<file path="src/rtl/tube_pkg.sv">
// Shared constants, FSM state type and write payload for the tube write arbiter.
package tube_pkg;

  localparam int unsigned TUBE_ADDR_W = 3;
  localparam int unsigned TUBE_DATA_W = 16;

  localparam logic [TUBE_ADDR_W-1:0] TUBE_ADDR_LOW     = 3'b000;
  localparam logic [TUBE_ADDR_W-1:0] TUBE_ADDR_HIGH    = 3'b010;
  localparam logic [TUBE_ADDR_W-1:0] TUBE_ADDR_SPECIAL = 3'b100;

  // Half of the tube's internal refresh period, in system clocks.
  localparam int unsigned TUBE_REFRESH_HALF = 26;

  typedef enum logic [1:0] {
    ARB_IDLE = 2'd0,
    ARB_HOLD = 2'd1,
    ARB_GAP  = 2'd2,
    ARB_REJ  = 2'd3
  } arb_state_e;

  typedef struct packed {
    logic [TUBE_ADDR_W-1:0] addr;
    logic [TUBE_DATA_W-1:0] data;
  } tube_wr_t;

  function automatic logic tube_addr_legal(input logic [TUBE_ADDR_W-1:0] addr);
    return (addr == TUBE_ADDR_LOW) || (addr == TUBE_ADDR_HIGH) ||
           (addr == TUBE_ADDR_SPECIAL);
  endfunction

endpackage

</file>
<file path="src/rtl/tube_req_picker.sv">
// Combinational one-hot requester selection.
// TUBE_ARB_ROUND_ROBIN_EN: search starts at rr_ptr; otherwise lowest index wins.
module tube_req_picker #(
  parameter int unsigned N_REQ = 2,
  parameter int unsigned IDX_W = 1
) (
  input  logic [N_REQ-1:0] req,
  input  logic [IDX_W-1:0] rr_ptr,
  output logic [N_REQ-1:0] winner,
  output logic             valid
);

  assign valid = |req;

`ifdef TUBE_ARB_ROUND_ROBIN_EN
  logic [2*N_REQ-1:0] req2;
  logic [2*N_REQ-1:0] win2;
  logic [N_REQ-1:0]   rot;
  logic [N_REQ-1:0]   first;

  // Rotate so rr_ptr sits at bit 0, take the lowest set bit, rotate back.
  always_comb begin
    req2   = {req, req};
    rot    = N_REQ'(req2 >> rr_ptr);
    first  = rot & (~rot + N_REQ'(1));
    win2   = {{N_REQ{1'b0}}, first} << rr_ptr;
    winner = win2[N_REQ-1:0] | win2[2*N_REQ-1:N_REQ];
  end
`else
  logic unused_rr_ptr;
  assign unused_rr_ptr = ^rr_ptr;
  assign winner = req & (~req + N_REQ'(1));
`endif

endmodule

</file>
<file path="src/rtl/tube_write_arbiter.sv">
// Shares the 7-segment tube write port among N_REQ requesters, holding each write
// stable across the tube refresh edge. Option macro: TUBE_ARB_ROUND_ROBIN_EN.
module tube_write_arbiter
  import tube_pkg::*;
#(
  parameter int unsigned N_REQ       = 2,
  parameter int unsigned HOLD_CYCLES = 64,
  parameter int unsigned GAP_CYCLES  = 8,
  parameter int unsigned CNT_W       = 8
) (
  input  logic                         clock,
  input  logic                         reset,
  input  logic [N_REQ-1:0]             req,
  input  logic [TUBE_ADDR_W*N_REQ-1:0] req_addr,
  input  logic [TUBE_DATA_W*N_REQ-1:0] req_data,
  output logic [N_REQ-1:0]             grant,
  output logic [N_REQ-1:0]             done,
  output logic                         err,
  output logic                         busy,
  output logic                         tube_we,
  output logic                         tube_ctrl,
  output logic [TUBE_ADDR_W-1:0]       tube_addr,
  output logic [TUBE_DATA_W-1:0]       tube_data
);

  localparam int unsigned IDX_W = (N_REQ > 1) ? $clog2(N_REQ) : 1;

  arb_state_e       state_q, state_d;
  logic [CNT_W-1:0] cnt_q, cnt_d;
  logic [N_REQ-1:0] grant_q, grant_d;
  logic [N_REQ-1:0] done_q, done_d;
  logic [N_REQ-1:0] win_q, win_d;
  logic             err_q, err_d;
  logic             busy_q, busy_d;
  logic             tube_we_q, tube_we_d;
  logic             tube_ctrl_q;
  tube_wr_t         wr_q, wr_d;

  logic [N_REQ-1:0] req_eff;
  logic [N_REQ-1:0] pick_win;
  logic             pick_valid;
  logic [IDX_W-1:0] rr_ptr;
  tube_wr_t         sel_wr;

  // The requester just completed is ignored on its done cycle so a req not yet
  // dropped is not mistaken for a new one.
  assign req_eff = req & ~done_q;

  tube_req_picker #(
    .N_REQ (N_REQ),
    .IDX_W (IDX_W)
  ) u_picker (
    .req    (req_eff),
    .rr_ptr (rr_ptr),
    .winner (pick_win),
    .valid  (pick_valid)
  );

  always_comb begin
    sel_wr = '0;
    for (int unsigned i = 0; i < N_REQ; i++) begin
      if (pick_win[i]) begin
        sel_wr.addr = req_addr[TUBE_ADDR_W*i +: TUBE_ADDR_W];
        sel_wr.data = req_data[TUBE_DATA_W*i +: TUBE_DATA_W];
      end
    end
  end

`ifdef TUBE_ARB_ROUND_ROBIN_EN
  logic [IDX_W-1:0] rr_ptr_q, rr_ptr_d, rr_next;

  always_comb begin
    rr_next = '0;
    for (int unsigned i = 0; i < N_REQ; i++) begin
      if (pick_win[i]) rr_next = IDX_W'((i + 1) % N_REQ);
    end
    rr_ptr_d = ((state_q == ARB_IDLE) && pick_valid) ? rr_next : rr_ptr_q;
  end

  always_ff @(posedge clock or posedge reset) begin
    if (reset) rr_ptr_q <= '0;
    else       rr_ptr_q <= rr_ptr_d;
  end

  assign rr_ptr = rr_ptr_q;
`else
  assign rr_ptr = '0;
`endif

  // Next-state and registered-output logic.
  always_comb begin
    state_d   = state_q;
    cnt_d     = cnt_q;
    grant_d   = '0;
    done_d    = '0;
    err_d     = 1'b0;
    win_d     = win_q;
    tube_we_d = tube_we_q;
    wr_d      = wr_q;

    case (state_q)
      ARB_IDLE: begin
        if (pick_valid) begin
          grant_d = pick_win;
          win_d   = pick_win;
          wr_d    = sel_wr;
          if (tube_addr_legal(sel_wr.addr)) begin
            state_d   = ARB_HOLD;
            cnt_d     = CNT_W'(HOLD_CYCLES - 1);
            tube_we_d = 1'b1;
          end else begin
            state_d = ARB_REJ;
          end
        end
      end
      ARB_HOLD: begin
        if (cnt_q == '0) begin
          done_d    = win_q;
          tube_we_d = 1'b0;
          cnt_d     = CNT_W'(GAP_CYCLES - 1);
          state_d   = ARB_GAP;
        end else begin
          cnt_d = cnt_q - CNT_W'(1);
        end
      end
      ARB_GAP: begin
        if (cnt_q == '0) state_d = ARB_IDLE;
        else             cnt_d   = cnt_q - CNT_W'(1);
      end
      ARB_REJ: begin
        done_d  = win_q;
        err_d   = 1'b1;
        state_d = ARB_IDLE;
      end
      default: state_d = ARB_IDLE;
    endcase

    busy_d = (state_d != ARB_IDLE);
  end

  always_ff @(posedge clock or posedge reset) begin
    if (reset) begin
      state_q     <= ARB_IDLE;
      cnt_q       <= '0;
      grant_q     <= '0;
      done_q      <= '0;
      err_q       <= 1'b0;
      win_q       <= '0;
      busy_q      <= 1'b0;
      tube_we_q   <= 1'b0;
      tube_ctrl_q <= 1'b0;
      wr_q        <= '0;
    end else begin
      state_q     <= state_d;
      cnt_q       <= cnt_d;
      grant_q     <= grant_d;
      done_q      <= done_d;
      err_q       <= err_d;
      win_q       <= win_d;
      busy_q      <= busy_d;
      tube_we_q   <= tube_we_d;
      tube_ctrl_q <= 1'b1;
      wr_q        <= wr_d;
    end
  end

  assign grant     = grant_q;
  assign done      = done_q;
  assign err       = err_q;
  assign busy      = busy_q;
  assign tube_we   = tube_we_q;
  assign tube_ctrl = tube_ctrl_q;
  assign tube_addr = wr_q.addr;
  assign tube_data = wr_q.data;

endmodule

</file>
<file path="config.mk">
export PLATFORM = sky130hd
export DESIGN_NAME = tube_write_arbiter
export DESIGN_NICKNAME = d
export VERILOG_FILES = /design/src/rtl/tube_pkg.sv /design/src/rtl/tube_req_picker.sv /design/src/rtl/tube_write_arbiter.sv
export SDC_FILE = /design/constraint.sdc
export NUM_CORES = 1
export LEC_CHECK = 0
export CAP_MARGIN = 0
export CORE_MARGIN = 2
export CORE_UTILIZATION = 50
export CTS_BUF_LIST = sky130_fd_sc_hd__clkbuf_2 sky130_fd_sc_hd__clkbuf_4 sky130_fd_sc_hd__clkbuf_8
export CTS_CLUSTER_SIZE = 12
export DETAILED_ROUTE_END_ITERATION = 8
export PLACE_DENSITY = 0.87
export SLEW_MARGIN = 20
export SYNTH_ARGS = -nofsm -noshare
export SYNTH_HDL_FRONTEND = slang
export SYNTH_HIERARCHICAL = 1
export SYNTH_SLANG_ARGS = --single-unit
</file>
<file path="constraint.sdc">
create_clock -name clock -period 3.3 [get_ports clock]
set_clock_uncertainty 0.2 [all_clocks]
set_input_delay 0.99 -clock clock [delete_from_list [all_inputs] [get_ports clock]]
set_output_delay 0.99 -clock clock [all_outputs]
set_load 0.01 [all_outputs]
</file>
==> results.sh, run 1 <==
export IMPL_status="finished, final reports clean"
export IMPL_p_comb_frac=0.114
export IMPL_ff2ff_setup_slack_ns=1.04
export IMPL_worstPathRequired_ns=3.28
export IMPL_crit_fanout=10
export IMPL_arrival_ns=3.02
export IMPL_antenna_found_initial=0
export IMPL_grt_usage=0.230
export IMPL_die_y_um=67.2
export IMPL_port_buffers=68
export IMPL_p_seq_frac=0.545
export IMPL_crit_type="input pin to register"
export IMPL_use_met3=0.0433
export IMPL_ctsResizeCount=0
export IMPL_drtPass1Iterations=4
export IMPL_r2r_end="cnt_q[6]$_DFFE_PP0P_"
export IMPL_worstHoldStart="win_q[0]$_DFFE_PP0P_"
export IMPL_start_kind="input pin"
export IMPL_ys_warn_count=6
export IMPL_whs_path_depth=1
export IMPL_layout_nets=328
export IMPL_totalWireLength_um=4960
export IMPL_clk_latency_ns=0.28
export IMPL_cts_buffers=5
export IMPL_p_leak_nw=1.27
export IMPL_min_path_type="register to register"
export IMPL_route_detailed_wl_per_inst_um=15.2
export IMPL_start_util=0.534
export IMPL_postCtsSetupRepairBufs=0
export IMPL_vias=1806
export IMPL_rr_worst_depth=8
export IMPL_root_buffer="clkbuf_8"
export IMPL_drtAntennaViolNets=0
export IMPL_intPower_w=0.000689
export IMPL_min_period_ns=3.04
export IMPL_p_switching_w=0.000189
export IMPL_cts_tree="done"
export IMPL_path_cells="clkdlybuf4s50_1, nor2b_1, nor2b_1, buf_4, nand4b_1, a221oi_4, buf_4, nand2_1, o311ai_1"
export IMPL_holdBufCountCts=0
export IMPL_crit_buf_inv=3
export IMPL_met2_usage=0.377
export IMPL_grt_pass1_vias=1634
export IMPL_max_stage_delay_ns=0.44
export IMPL_core_area_um2=3740
export IMPL_syn_inst=205
export IMPL_power_density_nw_per_um2=308
export IMPL_fin_crit_sh=0.921
export IMPL_dp_hpwl_um=3730
export IMPL_max_slew_margin=0.508
export IMPL_cts_buffer_depth=2
export IMPL_fp_row_count=22
export IMPL_switching_share=0.215
export IMPL_post_route_cells_drive_above_1_share=0.108
export IMPL_die_area_um2=4520
export IMPL_pre_cts_slack_ns=-0.0497
export IMPL_clk_pin_slew_worst_paths_ns=0.07
export IMPL_syn_area_per_cell_um2=9.75
export IMPL_syn_area_um2=2000
export IMPL_viasPerCell=5.52
export IMPL_final_cell_mix="68 x clkdlybuf4s50_1, 39 x dfrtp_1, 27 x nor2_1"
export IMPL_peakVddDrop_mv=0.208
export IMPL_diodes=0
export IMPL_busiest_layer="met2"
export IMPL_die_w_um=67.2
export IMPL_area_delta_synth_final_pct=42.4
export IMPL_worstMarginPinSlew_ns=0.735
export IMPL_drv_slew=0
export IMPL_whs_endpoint="done[0]$_DFF_PP0_"
export IMPL_max_freq_mhz=329
export IMPL_io_pin_count=69
export IMPL_power_w=0.000877
export IMPL_finalSetupViolCount=0
export IMPL_rsz0062_at_grt="no"
export IMPL_hold_violations=0
export IMPL_grt_pass1_wl_um=7760
export IMPL_critical_path_top_delay_family="buffers and inverters"
export IMPL_remaining_drc_errors=0
export IMPL_synthesis_nets=253
export IMPL_h_tree_depth=2
export IMPL_drv_cap=0
export IMPL_r2r_start="done[0]$_DFF_PP0_"
export IMPL_worst_slack_ns=0.260
export IMPL_layout_commonest_cell="clkdlybuf4s50_1"
export IMPL_power_frac_clock=0.340
export IMPL_met1_usage=0.310
export IMPL_place_congestion=0.823
export IMPL_slowest_stage="clkdlybuf4s50_1"
export IMPL_overflow=0
export IMPL_drt_iter0_drc=137
export IMPL_grt_max_degree=40
export IMPL_clock_sinks=39
export IMPL_cp_end_kind="register"
export IMPL_crit_start="req[0]"
area by class of cell:
type                    count  area (um2)
inverters                   5        18.8
flip-flops and latches     39         976
well taps                  48        60.1
repair buffers             80         771
multi-input cells         149         946
fillers                   279         896
clock buffers               6        76.3
power by group through the flow:
stage	sequential, W	combinational, W	clock, W
after detailed placement	0.000488	0.000101	0
after floorplan	0.000488	0.0000353	0
after CTS	0.000478	0.000101	0.000305
after global routing	0.000478	0.000109	0.000327
after global placement	0.000488	0.0000991	0
final	0.000479	0.000100	0.000299
metal layers:
metal | share of wire | up-vias
met5 | 0 | -
met4 | 0.0097 | 0
li1 | - | 874
met3 | 0.057 | 4
met2 | 0.51 | 56
met1 | 0.42 | 872
registers in the layout, summed over array words and instances, names as in the netlist:
register,cells
tube_we,1
grant,2
done,2
tube_data,16
busy,1
tube_ctrl,1
win_q,2
state_q,2
tube_addr,3
cnt_q,8
err,1
worst max path at each step:
| stage | endpoint | slack [ns] | cells after the start |
|---|---|---|---|
| 5_1_grt | cnt_q[6]$_DFFE_PP0P_ | 0.09 | 9 |
| 2_1_floorplan | cnt_q[4]$_DFFE_PP0P_ | 0.59 | 9 |
| 3_3_place_gp | tube_data[10]$_DFFE_PP0P_ | -0.14 | 7 |
| 3_5_place_dp | cnt_q[6]$_DFFE_PP0P_ | -0.05 | 9 |
| 4_1_cts | cnt_q[6]$_DFFE_PP0P_ | 0.24 | 9 |
| 6_report | cnt_q[6]$_DFFE_PP0P_ | 0.26 | 9 |
through the flow:
stage | hold WS [ns] | utilization | std cells | cell area [um2] | TNS (ns)
floorplan | 0.254 | - | 205 | 2000 | 0
global placement | 0.264 | 0.740 | 321 | 2770 | -2.28
detailed placement | 0.272 | 0.740 | 321 | 2770 | -0.0522
CTS | 0.298 | 0.761 | 327 | 2850 | 0
global route | 0.310 | 0.761 | 327 | 2850 | 0
finish | 0.290 | 0.761 | 327 | 2850 | 0
Note: power is estimated with default switching activity, not from simulation.
==> inputs of run 2 (changes only) <==
--- a/config.mk
+++ b/config.mk
@@ -5,6 +5,7 @@
 export SDC_FILE = /design/constraint.sdc
 export NUM_CORES = 1
 export LEC_CHECK = 0
+export ABC_CLOCK_PERIOD_IN_PS = 3300
 export CAP_MARGIN = 0
 export CORE_MARGIN = 2
 export CORE_UTILIZATION = 50
==> results of run 2 <==
The final DEF is identical to that of run 1; final timing and power are the same.
==> patch (flow settings as in run 1) <==
Put one more register stage on the output `err`, with the module's reset. The value now appears one clock later. The other outputs are not delayed to match.
--- a/src/rtl/tube_write_arbiter.sv
+++ b/src/rtl/tube_write_arbiter.sv
@@ -166,7 +166,13 @@
 
   assign grant     = grant_q;
   assign done      = done_q;
-  assign err       = err_q;
+  always_ff @(posedge clock or posedge reset) begin
+    if (reset) begin
+      err <= '0;
+    end else begin
+      err <= err_q;
+    end
+  end
   assign busy      = busy_q;
   assign tube_we   = tube_we_q;
   assign tube_ctrl = tube_ctrl_q;
Formal check against the unedited RTL: not equivalent (Yosys sat finds a counterexample within 4 cycles, from zero or initial values and one cycle with reset high).
==> patch against run 1 <==
First-iteration DRC count is 23% higher. Routed wire length is 2.1% higher. Power is 30% higher. Sequential cell count is 1 higher. Global-route usage is 0.89 points higher. Setup slack worse by 0.056 ns. Area after synthesis is 1.1% higher. Design area is 3.6% higher. Largest cell class unchanged. Highest routed layer unchanged.
==> patch: results (changes against run 1) <==
stage	metric	value	unit	change
pwr	Seq power	0.491	mW	was 0.479 mW
layout	layout cell share with drive strength beyond 1	10.7	%	was 10.8%
timing	relative slew slack	51.7	%	was 50.8%
hold_path	Hold Startpoint	err_q		was win_q[0]
outcome	outcome	finished, final reports clean		unchanged
worst_setup_path	R2R setup slack	0.99	ns	was 1.04 ns
global_routing	first-pass GRT wire length	7.91	mm	was 7.76 mm
placed_design	Routability Congestion	0.915		was 0.823
global_routing	GRT Total Usage	23.9	%	was 23.0%
timing	PnR worst setup slack	0.204	ns	was 0.260 ns
detailed_routing	detailed-route via count	1818		was 1806
pwr	Int Power	0.928	mW	was 0.689 mW
pwr	Comb pwr share	8.7	%	was 11.4%
global_routing	number of global-route vias before repair	1668		was 1634
pwr	total power	1.14	mW	was 0.877 mW
detailed_routing	Routed wire per std cell	15.3	um	was 15.2 um
placed_design	DP Worst Slack	-0.224	ns	was -0.0497 ns
worst_setup_path	WP data arrival	3.09	ns	was 3.02 ns
worst_setup_path	CP startpoint	req[1]		was req[0]
clocking	htree depth	2		unchanged
worst_setup_path	Reg-to-Reg Start	done[1]		was done[0]
clocking	CTS buffer count	5		unchanged
pwr	Worst VDD drop	267	uV	was 208 uV
global_routing	pin count of the biggest net entering global routing	41		was 40
layout	nets	327		was 328
logic_synthesis	Avg Cell Area, Syn	9.86	um^2	was 9.75 um^2
die	Starting Density	51.3	%	was 53.4%
hold_path	end point of the worst hold path	err		was done[0]
layout	Fillers	276		was 279
timing	max-slew violation total from the final report	0		unchanged
clocking	clk buf depth	2		unchanged
detailed_routing	starting DRC count in detailed routing	168		was 137
worst_setup_path	worst reg2reg path endpoint	cnt_q[7]		was cnt_q[6]
worst_setup_path	CP peak stage delay	0.46	ns	was 0.44 ns
worst_setup_path	CP Max Fanout	11		was 10
clocking	clk_lat worst skew	0.30	ns	was 0.28 ns
placed_design	placed wire-length estimate	3.76	mm	was 3.73 mm
hold_path	hold depth	0		was 1
logic_synthesis	Syn Nets	253		unchanged
pwr	static leakage	1.32	nW	was 1.27 nW
worst_setup_path	Top delay family on crit path	compound AO/OA/AOI/OAI gates		was buffers and inverters
[patch: per-stage QoR]
step           TNS, ns  util (%)  hold slack, ns  instances  area, um^2
2_1_floorplan        0         -           0.131        205        2020
3_3_place_gp     -1.46      70.7           0.133        322        2790
3_5_place_dp     -1.16      70.7           0.135        322        2790
4_1_cts              0      74.8           0.152        330        2950
5_1_grt              0      74.8           0.161        330        2950
6_report             0      74.8           0.151        330        2950
[patch: routing by layer]
metal	routed length [um]	global-route usage (%)	up-vias
met1	2140	31.9	855
met2	2480	35.5	69
met5	0	0	-
li1	-	-	875
met3	253	6.17	19
met4	187	13.0	0
[patch: timing repair]
item,in CTS,in global routing
hold buffers,0,0
endpoints found under the setup margin,0,3
gates resized for setup,0,1
buffers inserted,0,0
[patch: cell type report]
type,count,area (um^2),share of cell area (%)
sequential,40,1000,33.9
timing repair buffer,79,763,25.9
multi-input combinational,148,946,32.1
inverter,5,18.8,0.636
clock buffer,5,68.8,2.33
clock inverter,3,90.1,3.05
tap,50,62.6,2.12
